[src/rtl/thro_offset_gen.sv]
// rtl/thro_offset_gen.sv - throttle to four per-motor base offsets
// Deadband, Q4.4 gain, per-motor trim, clamp and per-clock slew limit.
module thro_offset_gen #(
  parameter logic        [7:0] DEADBAND = 8'd8,
  parameter logic        [7:0] GAIN     = 8'd16,
  parameter logic signed [7:0] TRIM_1   = 8'sd0,
  parameter logic signed [7:0] TRIM_2   = 8'sd0,
  parameter logic signed [7:0] TRIM_3   = 8'sd0,
  parameter logic signed [7:0] TRIM_4   = 8'sd0,
  parameter logic        [7:0] MAX_OUT  = 8'd250,
  parameter logic        [7:0] SLEW     = 8'd8
) (
  input  logic       clk,
  input  logic       rst,
  input  logic [7:0] thro_rec_val,
  output logic [7:0] motor_1_offset,
  output logic [7:0] motor_2_offset,
  output logic [7:0] motor_3_offset,
  output logic [7:0] motor_4_offset
);

  logic [7:0]       thro_q;
  logic [15:0]      prod;
  logic [11:0]      scaled;
  logic             in_deadband;
  logic [3:0][7:0]  offs;

  always_ff @(posedge clk or posedge rst) begin
    if (rst) thro_q <= 8'd0;
    else     thro_q <= thro_rec_val;
  end

  assign prod        = {8'd0, thro_q} * {8'd0, GAIN};
  assign scaled      = 12'(prod >> 4);
  assign in_deadband = (thro_q < DEADBAND);

  for (genvar g = 0; g < 4; g++) begin : g_motor
    localparam logic signed [7:0] TRIM_N = (g == 0) ? TRIM_1 :
                                           (g == 1) ? TRIM_2 :
                                           (g == 2) ? TRIM_3 : TRIM_4;
    logic signed [13:0] sum;
    logic [7:0]         target;
    logic [8:0]         up_diff;
    logic [8:0]         dn_diff;
    logic [7:0]         out_d;
    logic [7:0]         out_q;

    assign sum = $signed({2'b00, scaled}) + $signed({{6{TRIM_N[7]}}, TRIM_N});

    always_comb begin
      target = sum[7:0];
      if (in_deadband)                          target = 8'd0;
      else if (sum < 14'sd0)                    target = 8'd0;
      else if (sum > $signed({6'd0, MAX_OUT}))  target = MAX_OUT;
    end

    // 9-bit differences keep the step decision free of wraparound
    assign up_diff = {1'b0, target} - {1'b0, out_q};
    assign dn_diff = {1'b0, out_q} - {1'b0, target};

    always_comb begin
      out_d = target;
      if (SLEW != 8'd0) begin
        if (out_q < target && up_diff > {1'b0, SLEW})      out_d = out_q + SLEW;
        else if (out_q > target && dn_diff > {1'b0, SLEW}) out_d = out_q - SLEW;
      end
    end

    always_ff @(posedge clk or posedge rst) begin
      if (rst) out_q <= 8'd0;
      else     out_q <= out_d;
    end

    assign offs[g] = out_q;
  end

  assign motor_1_offset = offs[0];
  assign motor_2_offset = offs[1];
  assign motor_3_offset = offs[2];
  assign motor_4_offset = offs[3];

endmodule

[config.mk]
export PLATFORM = sky130hd
export DESIGN_NAME = thro_offset_gen
export DESIGN_NICKNAME = d
export VERILOG_FILES = /design/src/rtl/thro_offset_gen.sv
export SDC_FILE = /design/constraint.sdc
export NUM_CORES = 1
export LEC_CHECK = 0
export CORE_MARGIN = 2
export CORE_UTILIZATION = 50
export CTS_CLUSTER_SIZE = 28
export DETAILED_ROUTE_END_ITERATION = 8
export GPL_TIMING_DRIVEN = 0
export PLACE_DENSITY = 0.79
export SYNTH_ARGS = -nofsm -noshare
export SYNTH_HDL_FRONTEND = slang
export SYNTH_SLANG_ARGS = --single-unit
[constraint.sdc]
create_clock -name clk -period 9.5 [get_ports clk]
set_input_delay 1.9 -clock clk [delete_from_list [all_inputs] [get_ports clk]]
set_output_delay 1.9 -clock clk [all_outputs]
set_load 0.02 [all_outputs]
* Yosys cells after proc, flatten, opt, wreduce, memory -nomap -nowiden
Cells that the tools add are included.
** Word-level totals
- Logic and storage cells :: 59
- Output and inout port bits :: 32
- Input bits :: 10
- Register bits after elaboration :: 40
** Cells by class
- Multiplexer cells :: 11
- Magnitude comparators :: 19
- $add $sub $neg :: 16
- Reduce and logical (&&, ||, !) cells :: 8
** Operators by type and width (count)
- $mux 8 :: 11
- $gt 9x4->1 const B :: 8
- $sub 8x8->9 :: 8
- $add 8x4->8 const B :: 4
- $gt 8x8->1 :: 4
- $lt 8x8->1 :: 4
- $sub 8x4->8 const B :: 4
- $gt 8x8->1 const B :: 1
- $logic_and 1x1->1 :: 8
- $lt 8x1->1 const B :: 1
- $lt 8x4->1 const B :: 1

* Longest topological paths before layout
Gate-level depths: netlist of run 1.
- Word-level depth :: 9
- Gate-level depth with buffers :: 18
- Mapped depth without buffers :: 15

* Worst setup path after synthesis of run 1
No wires, ideal clock.
- Kind :: register to register
- Start :: register thro_q[6]
- End :: register g_motor[1].out_q[4], in the netlist motor_2_offset[4]
- Arrival :: 3.539 ns
- Path slack :: 5.837 ns
- Clock period less this slack :: 3.663 ns
- Cell stages (with the launch flop) :: 16
- Required time :: 9.376 ns
- Buffers on the path :: 1
- Library setup time :: 0.124 ns
- Path through :: dfrtp_1 > inv_1 > nor3_1 > nand3_1 > and3_1 > clkbuf_1 > inv_1 > ha_1 > nand3_1 > o21ba_2 > o31ai_2 > or4b_4 > o41ai_2 > a211oi_2 > nor2b_1 > a211o_1
** Between the ends
- Longest elaborated chain between the ends :: 9
- Elaborated cells between the ends (all ways) :: 16
- Classes of those cells :: 2 x add/sub; 7 x order compare; 5 x mux; 2 x reduce/logical
** Ends and longest elaborated chain
- start, declared :: RTL line 22 : logic [7:0] thro_q;
- start signal, assigned :: RTL line 30 : else thro_q <= thro_rec_val;
- $gt 8x8->1 :: RTL line 54 : else if (sum > $signed({6'd0, MAX_OUT})) target = MAX_OUT;
- $mux 8 :: RTL line 54
- $mux 8 :: RTL line 53 : else if (sum < 14'sd0) target = 8'd0;
- $mux 8 (*) :: RTL line 52 : if (in_deadband) target = 8'd0;
- $sub 8x8->9 :: RTL line 59 : assign dn_diff = {1'b0, out_q} - {1'b0, target};
- $gt 9x4->1 :: RTL line 65 : else if (out_q > target && dn_diff > {1'b0, SLEW}) out_d = out_q - SLEW;
- $logic_and 1x1->1 :: RTL line 65
- $mux 8 :: RTL line 65
- $mux 8 (*) :: RTL line 64 : if (out_q < target && up_diff > {1'b0, SLEW}) out_d = out_q + SLEW;
- via g_motor[1].out_d[4] :: RTL line 45 : logic [7:0] out_d;
- end signal, assigned :: RTL line 71 : else out_q <= out_d;
- end, declared :: RTL line 46 : logic [7:0] out_q;
Mark *: on every way through the listed nets, which the timed path passes. The rest lies on a longest branch.

* Worst setup path in the final report of run 1
- Start :: register thro_q[6]
- End :: register g_motor[2].out_q[6], in the netlist motor_3_offset[6]
** Between the ends
- Longest elaborated chain between the ends :: 9
- Elaborated cells between the ends (all ways) :: 16
- Classes of those cells :: 2 x add/sub; 7 x order compare; 5 x mux; 2 x reduce/logical
** Ends and longest elaborated chain (RTL line)
- $gt 8x8->1 :: 54
- $mux 8 :: 54
- $mux 8 :: 53
- $mux 8 (*) :: 52
- $sub 8x8->9 :: 59
- $gt 9x4->1 :: 65
- $logic_and 1x1->1 :: 65
- $mux 8 :: 65
- $mux 8 (*) :: 64
- via g_motor[2].out_d[6] :: 45
- end signal, assigned :: 71
- end, declared :: 46
Marks and branches as above.

==> results of run 1 <==
==> worst max-delay path, delay by kind of cell, from the launching register on <==
| family | cells | cell delay [ns] |
|---|---|---|
| compound gates | 4 | 1.12 |
| fa+ha+maj | 1 | 0.42 |
| buf+inv | 4 | 1.37 |
| flops | 1 | 0.48 |
| simple gates | 7 | 1.21 |
==> cell type report <==
class	instances	area [um2]
Buffer	26	126
Clock buffer	7	86.3
Clock inverter	1	7.51
Fill cell	864	4060
Inverter	52	195
Multi-Input combinational cell	498	3640
Sequential cell	40	1000
Tap cell	133	166
Timing Repair Buffer	41	410
==> synth_stat cells (7+ instances only) <==
library cell and number:
o21a_1 22, and2_1 8, nor3_1 14, o211ai_1 7, a21o_1 7, a21oi_1 49, inv_1 52, or3_1 7
nor2_1 28, xnor2_1 14, ha_1 80, nand2_1 32, and3_1 12, xor2_1 12, nand2b_1 11, a211oi_1 14
o21ai_0 43, a31oi_1 7, dfrtp_1 40, nand4_1 7, nor2b_1 13, clkbuf_1 17, nand3_1 37
==> power by group <==
group	leakage, nW	internal, mW	switching (mW)	total, mW
clock	0.0445	0.0592	0.0694	0.129
combinational	2.00	0.703	0.945	1.65
sequential	0.473	0.248	0.106	0.353
==> layer usage <==
layer / GRT usage (%) / part of all wire, % / up-vias
met5: 0 / 0 / -
met3: 3.71 / 6.6 / 30
met4: 10.2 / 2.8 / 0
met2: 42.6 / 48 / 177
met1: 30.8 / 42 / 2300
li1: - / - / 2305
==> worst paths after layout <==
kind                                    from                 to  depth (start not counted)
setup / recovery                   thro_q[6]  motor_3_offset[6]                         16
hold / removal             motor_3_offset[0]  motor_3_offset[0]                          2
setup reg to reg                   thro_q[6]  motor_3_offset[6]                         16
hold reg to reg            motor_3_offset[0]  motor_3_offset[0]                          2
max in group asynchronous                rst          thro_q[2]                          2
min in group asynchronous                rst          thro_q[5]                          2
==> per-stage QoR <==
step	power [mW]	cells
after global routing	2.31	798
final	2.13	798
after floorplan	1.53	616
after global placement	1.90	790
after CTS	2.11	798
after detailed placement	1.97	790
==> kinds of logic (layout without fill, tap and decap cells) <==
kind of cell,count (synthesis),after routing,synth area share [%]
compound gates,193,193,25.9
xor+xnor,26,26,4.59
fa+ha+maj,84,84,21.8
buf+inv,78,127,6.48
flops,40,40,20.2
mux,3,3,0.656
simple gates,192,192,20.4
==> registers in the layout, summed over array words and instances (netlist names) <==
signal and count:
motor_2_offset 8, motor_4_offset 8, thro_q 8, motor_1_offset 8
motor_3_offset 8
==> out/results.tsv, run 1 <==
stage	metric	value	unit
layout	layout_common_cells	ha_1, inv_1, a21oi_1, o21ai_0, clkdlybuf4s50_1	
clock_network	root_buffer	clkbuf_8	
placed_design	io_buffers	41	
sta	slew_headroom	40.9	%
floorplan	core_area	9680	um2
sta	hold_viol_final	0	
drt	vias_per_cell	6.03	
layout	drive_gt1_share	5.86	%
synthesis	synthCells	616	
global_route	grt_pass1_wl	21.8	mm
sta	holdWs	0.617	ns
global_route	gr-total-overflow	0	
synthesis	ys_ff_latch	40	
layout	diodes	0	
sta	finalSetupTns	0	ns
worst_setup_path	required	9.70	ns
sta	skew	0.00718	ns
placed_design	post_dp_cell_area	5540	um2
worst_setup_path	slowest_delay	0.48	ns
floorplan	row_count	36	
clock_network	cts.sinks	40	
synthesis	ys_warn_count	0	
worst_setup_path	path_max_fanout	13	
global_route	grt_max_degree	41	
clock_network	cts_buffers	5	
synthesis	ys_types	66	
synthesis	async_flop_share	100	%
floorplan	initial_core_util	51.2	%
global_route	antenna_found_initial	0	
pwr	powerDensity	378	nW/um2
synthesis	synth_edf_count	0	
clock_network	clkSlewWorstSetupHoldPaths	0.09	ns
global_route	track_usage	24.7	%
worst_setup_path	worstPathArrival	4.92	ns
drt	wire_per_inst	17.2	um
clock_network	clk_latency	0.31	ns
sta	fin_crit	4.72	ns
worst_setup_path	critical_path_class	flip-flop to flip-flop	
clock_network	postCtsResizedCells	0	
placed_design	hpwl	10.3	mm
drt	dr.pass1.iters	5	
synthesis	avgSynthCellArea	8.05	um2
layout	syn2layout_area_growth	13.5	%
layout	mostFrequentLayoutCell	ha_1	
synthesis	syn_area	4960	um2
sta	final-setup-viol-count	0	
clock_network	cts_buffer_depth	2	
worst_setup_path	cp_slowest_cell	dfrtp_1	
min_path	hold_class	flip-flop to flip-flop	
run_status	status	completed	
synthesis	ys_top_cells_by_area	dfrtp_1, ha_1, a21oi_1, o21ai_0, inv_1	
pwr	power_leakage	2.52	nW
floorplan	io_pins	42	
layout	final_nets	758	
job	maxCapViolCount	0	
layout	final_util	58.1	%
floorplan	fp.dieH	104	um
synthesis	netlist.area_leader.share	20.2	%
clock_network	cts_tree	yes	
sta	tightest_slew	0.885	ns
sta	fmax	0.212	GHz
sta	timing.final.ws_setup	4.78	ns
layout	design_area	5630	um2
drt	finalWirelength	13.8	mm
worst_setup_path	crit_path_end_kind	flip-flop	
pwr	irDropWorstVdd	0.260	mV
worst_setup_path	rrSetupSlack	4.78	ns
synthesis	yosysTopAreaCell	dfrtp_1	
clock_network	postCtsSetupBuffers	0	
sta	rsz0062_at_grt	false	
placed_design	post-place-ws	4.92	ns
clock_network	hold_buffers	0	
synthesis	ys.flop_type	dfrtp_1	
drt	drt_first_iter_violations	240	
worst_setup_path	cp-start-kind	flip-flop	
placed_design	gp_congestion	0.952	
global_route	grt_pass1_vias	4631	
drt	drc	0	
drt	via_count	4812	
worst_setup_path	cp_cell_sequence	inv_1 -> nor3_1 -> nand3_1 -> and3_1 -> clkbuf_1 -> inv_1 -> ha_1 -> nand3_1 -> o211a_1 -> o21ai_0 -> nor2_1 -> o2111ai_1 -> nand2_1 -> and2_1 -> clkbuf_1 -> a211o_1	
clock_network	h-tree-depth	2	
synthesis	synth_fp_nets	710	
sta	post-route-period-util	49.7	%
drt	ant_nets	0	
floorplan	fp.dieW	104	um
floorplan	dieArea	10700	um2
synthesis	ys_seq_area_share	20.2	%
sta	slew_violations	0	
(Power assumes the default switching activity.)
==> run 2, diff against run 1 <==
Clock period 9.5 ns to 4.6 ns, I/O delays scaled along.
==> out/results.tsv, run 2 (synthesized netlist as in run 1, its figures left out) <==
stage	metric	value	unit	change
run_status	status	completed		
global_route	gr-total-overflow	0		unchanged
drt	dr.pass1.iters	4		-1
floorplan	core_area	9680	um2	unchanged
floorplan	fp.dieH	104	um	unchanged
clock_network	postCtsSetupBuffers	0		unchanged
clock_network	h-tree-depth	2		unchanged
sta	holdWs	0.620	ns	+0.00261 ns
pwr	intPower	2.09	mW	+110%
global_route	grt_pass1_vias	4630		-0.022%
worst_setup_path	reg2reg_from	thro_q[6]		
clock_network	root_buffer	clkbuf_8		
drt	ant_nets	0		unchanged
worst_setup_path	required	4.85	ns	-4.85 ns
clock_network	cts_buffer_depth	2		unchanged
placed_design	post-place-cells	790		unchanged
floorplan	io_pins	42		unchanged
worst_setup_path	crit_path_end_kind	flip-flop		
drt	finalWirelength	13.7	mm	-0.26%
sta	slew_headroom	40.5	%	-0.39 points
drt	drt_first_iter_violations	211		-12%
min_path	hold_depth	2		unchanged
clock_network	clk_latency	0.31	ns	about the same
clock_network	cts_buffers	5		unchanged
pwr	pwr-share-clk	6.1	%	about the same
layout	drive_gt1_share	6.17	%	+0.31 points
floorplan	initial_core_util	51.2	%	unchanged
drt	vias_per_cell	6.04		+0.13%
worst_setup_path	path_max_fanout	10		-3
pwr	comb_power_share	77.3	%	about the same
global_route	track_usage	24.7	%	about the same
pwr	seqPwrFrac	16.6	%	about the same
drt	via_count	4812		unchanged
placed_design	gp_congestion	0.952		unchanged
layout	fill_cells	864		unchanged
layout	syn2layout_area_growth	13.5	%	about the same
job	maxCapViolCount	0		unchanged
layout	diodes	0		unchanged
sta	rsz0062_at_grt	false		
worst_setup_path	r2r_end	motor_2_offset[2]		
worst_setup_path	cp-start-kind	flip-flop		
worst_setup_path	worstPathArrival	4.59	ns	-0.33 ns
clock_network	clkSlewWorstSetupHoldPaths	0.09	ns	about the same
sta	fin_crit	4.34	ns	-0.380 ns
layout	mostFrequentLayoutCell	ha_1		
sta	final-setup-viol-count	0		unchanged
placed_design	io_buffers	41		unchanged
min_path	hold_end	motor_3_offset[0]		
worst_setup_path	critical_path_class	flip-flop to flip-flop		
clock_network	hold_buffers	0		unchanged
sta	fmax	0.231	GHz	+8.8%
layout	multiInputGateArea	3640	um2	about the same
layout	fin_cells	797		-0.13%
pwr	irDropWorstVdd	0.539	mV	+110%
clock_network	cts.sinks	40		unchanged
worst_setup_path	r2r_cells	16		unchanged
floorplan	row_count	36		unchanged
sta	tightest_slew	0.891	ns	+0.00579 ns
drt	drc	0		unchanged
sta	hold_viol_final	0		unchanged
pwr	powerDensity	782	nW/um2	+110%
floorplan	dieArea	10700	um2	unchanged
layout	final_nets	757		-0.13%
sta	skew	0.00934	ns	+0.00216 ns
layout	final_util	58.1	%	about the same
drt	wire_per_inst	17.2	um	-0.14%
clock_network	cts_tree	yes		
pwr	switchingPower	2.31	mW	+110%
pwr	switching_share	52.6	%	about the same
global_route	grt_pass1_wl	21.7	mm	about the same
min_path	hold_start	motor_3_offset[0]		
global_route	grt_max_degree	41		unchanged
min_path	hold_class	flip-flop to flip-flop		
global_route	antenna_found_initial	0		unchanged
placed_design	hpwl	10.3	mm	unchanged
sta	slew_violations	0		unchanged
sta	finalSetupTns	0	ns	unchanged
pwr	power_leakage	2.52	nW	about the same
sta	post-route-period-util	94.3	%	+45 points
layout	layout_common_cells	ha_1, inv_1, a21oi_1, o21ai_0, clkdlybuf4s50_1		
worst_setup_path	rrSetupSlack	0.26	ns	-4.52 ns
floorplan	fp.dieW	104	um	unchanged
layout	seqCellArea	1000	um2	unchanged
==> run 2: cell types whose count changed in the layout (fill, tap and decap cells not counted), sizes merged <==
| cell | change |
|---|---|
| clkbuf | -1 |
==> run 2: area by class of cell <==
class / instances / share of cell area [%]
plain buffers: 25 / 2.18
clock buffers: 7 / 1.53
clock inverters: 1 / 0.133
inverters: 52 / 3.47
multi-input cells: 498 / 64.7
flip-flops and latches: 40 / 17.8
well taps: 133 / 2.96
repair buffers: 41 / 7.29
==> run 2: power by group through the flow <==
stage,combinational [mW],sequential (mW),clock [mW]
final,3.40,0.731,0.269
after global routing,3.73,0.752,0.281
after CTS,3.36,0.727,0.266
after detailed placement,3.33,0.733,0
after global placement,3.20,0.725,0
after floorplan,2.31,0.848,0
==> run 2: worst max-delay path, stage by stage, from the launching register on <==
cell and delay, ns:
dfrtp_1 0.50, inv_1 0.29, nor3_1 0.24, nand3_1 0.17
o211a_1 0.39, ha_1 0.27, fa_1 0.41, nor2b_1 0.20
o31a_1 0.19, a21oi_1 0.05, or4b_4 0.50, o41ai_2 0.35
a211oi_2 0.21, nor2_2 0.18, buf_6 0.17, nand2_1 0.08
o21ai_2 0.07
==> run 2: per-stage QoR <==
step	instance area (um2)	setup slack (ns)	total power, mW
3_3_place_gp	5540	0.140	3.93
4_1_cts	5630	0.0984	4.35
6_report	5630	0.262	4.40
3_5_place_dp	5540	0.0204	4.06
5_1_grt	5630	0.0453	4.76
2_1_floorplan	4960	0.937	3.16
==> run 2: timing repair <==
action                     in CTS  in global routing
setup endpoints to repair       1                 26
hold endpoints to repair        0                  0
gates resized for setup         0                  2
==> run 2: worst max-delay path by stage <==
stage	start	end	slack [ns]	depth (start not counted)
CTS	thro_q[6]	motor_3_offset[6]	0.1	15
global route	thro_q[6]	motor_3_offset[6]	0.05	16
global placement	thro_q[6]	motor_2_offset[5]	0.14	16
floorplan	thro_q[6]	motor_2_offset[4]	0.94	15
detailed placement	thro_q[6]	motor_2_offset[2]	0.02	17
finish	thro_q[6]	motor_2_offset[2]	0.26	16
==> run 2: metal layers <==
metal  up-vias  global-route usage [%]  share of wire [%]
li1       2302                       -                  -
met1      2300                    30.8                 42
met2       184                    42.7                 48
met3        26                    3.71                7.1
met4         0                    10.2                2.8
met5         -                       0                  0
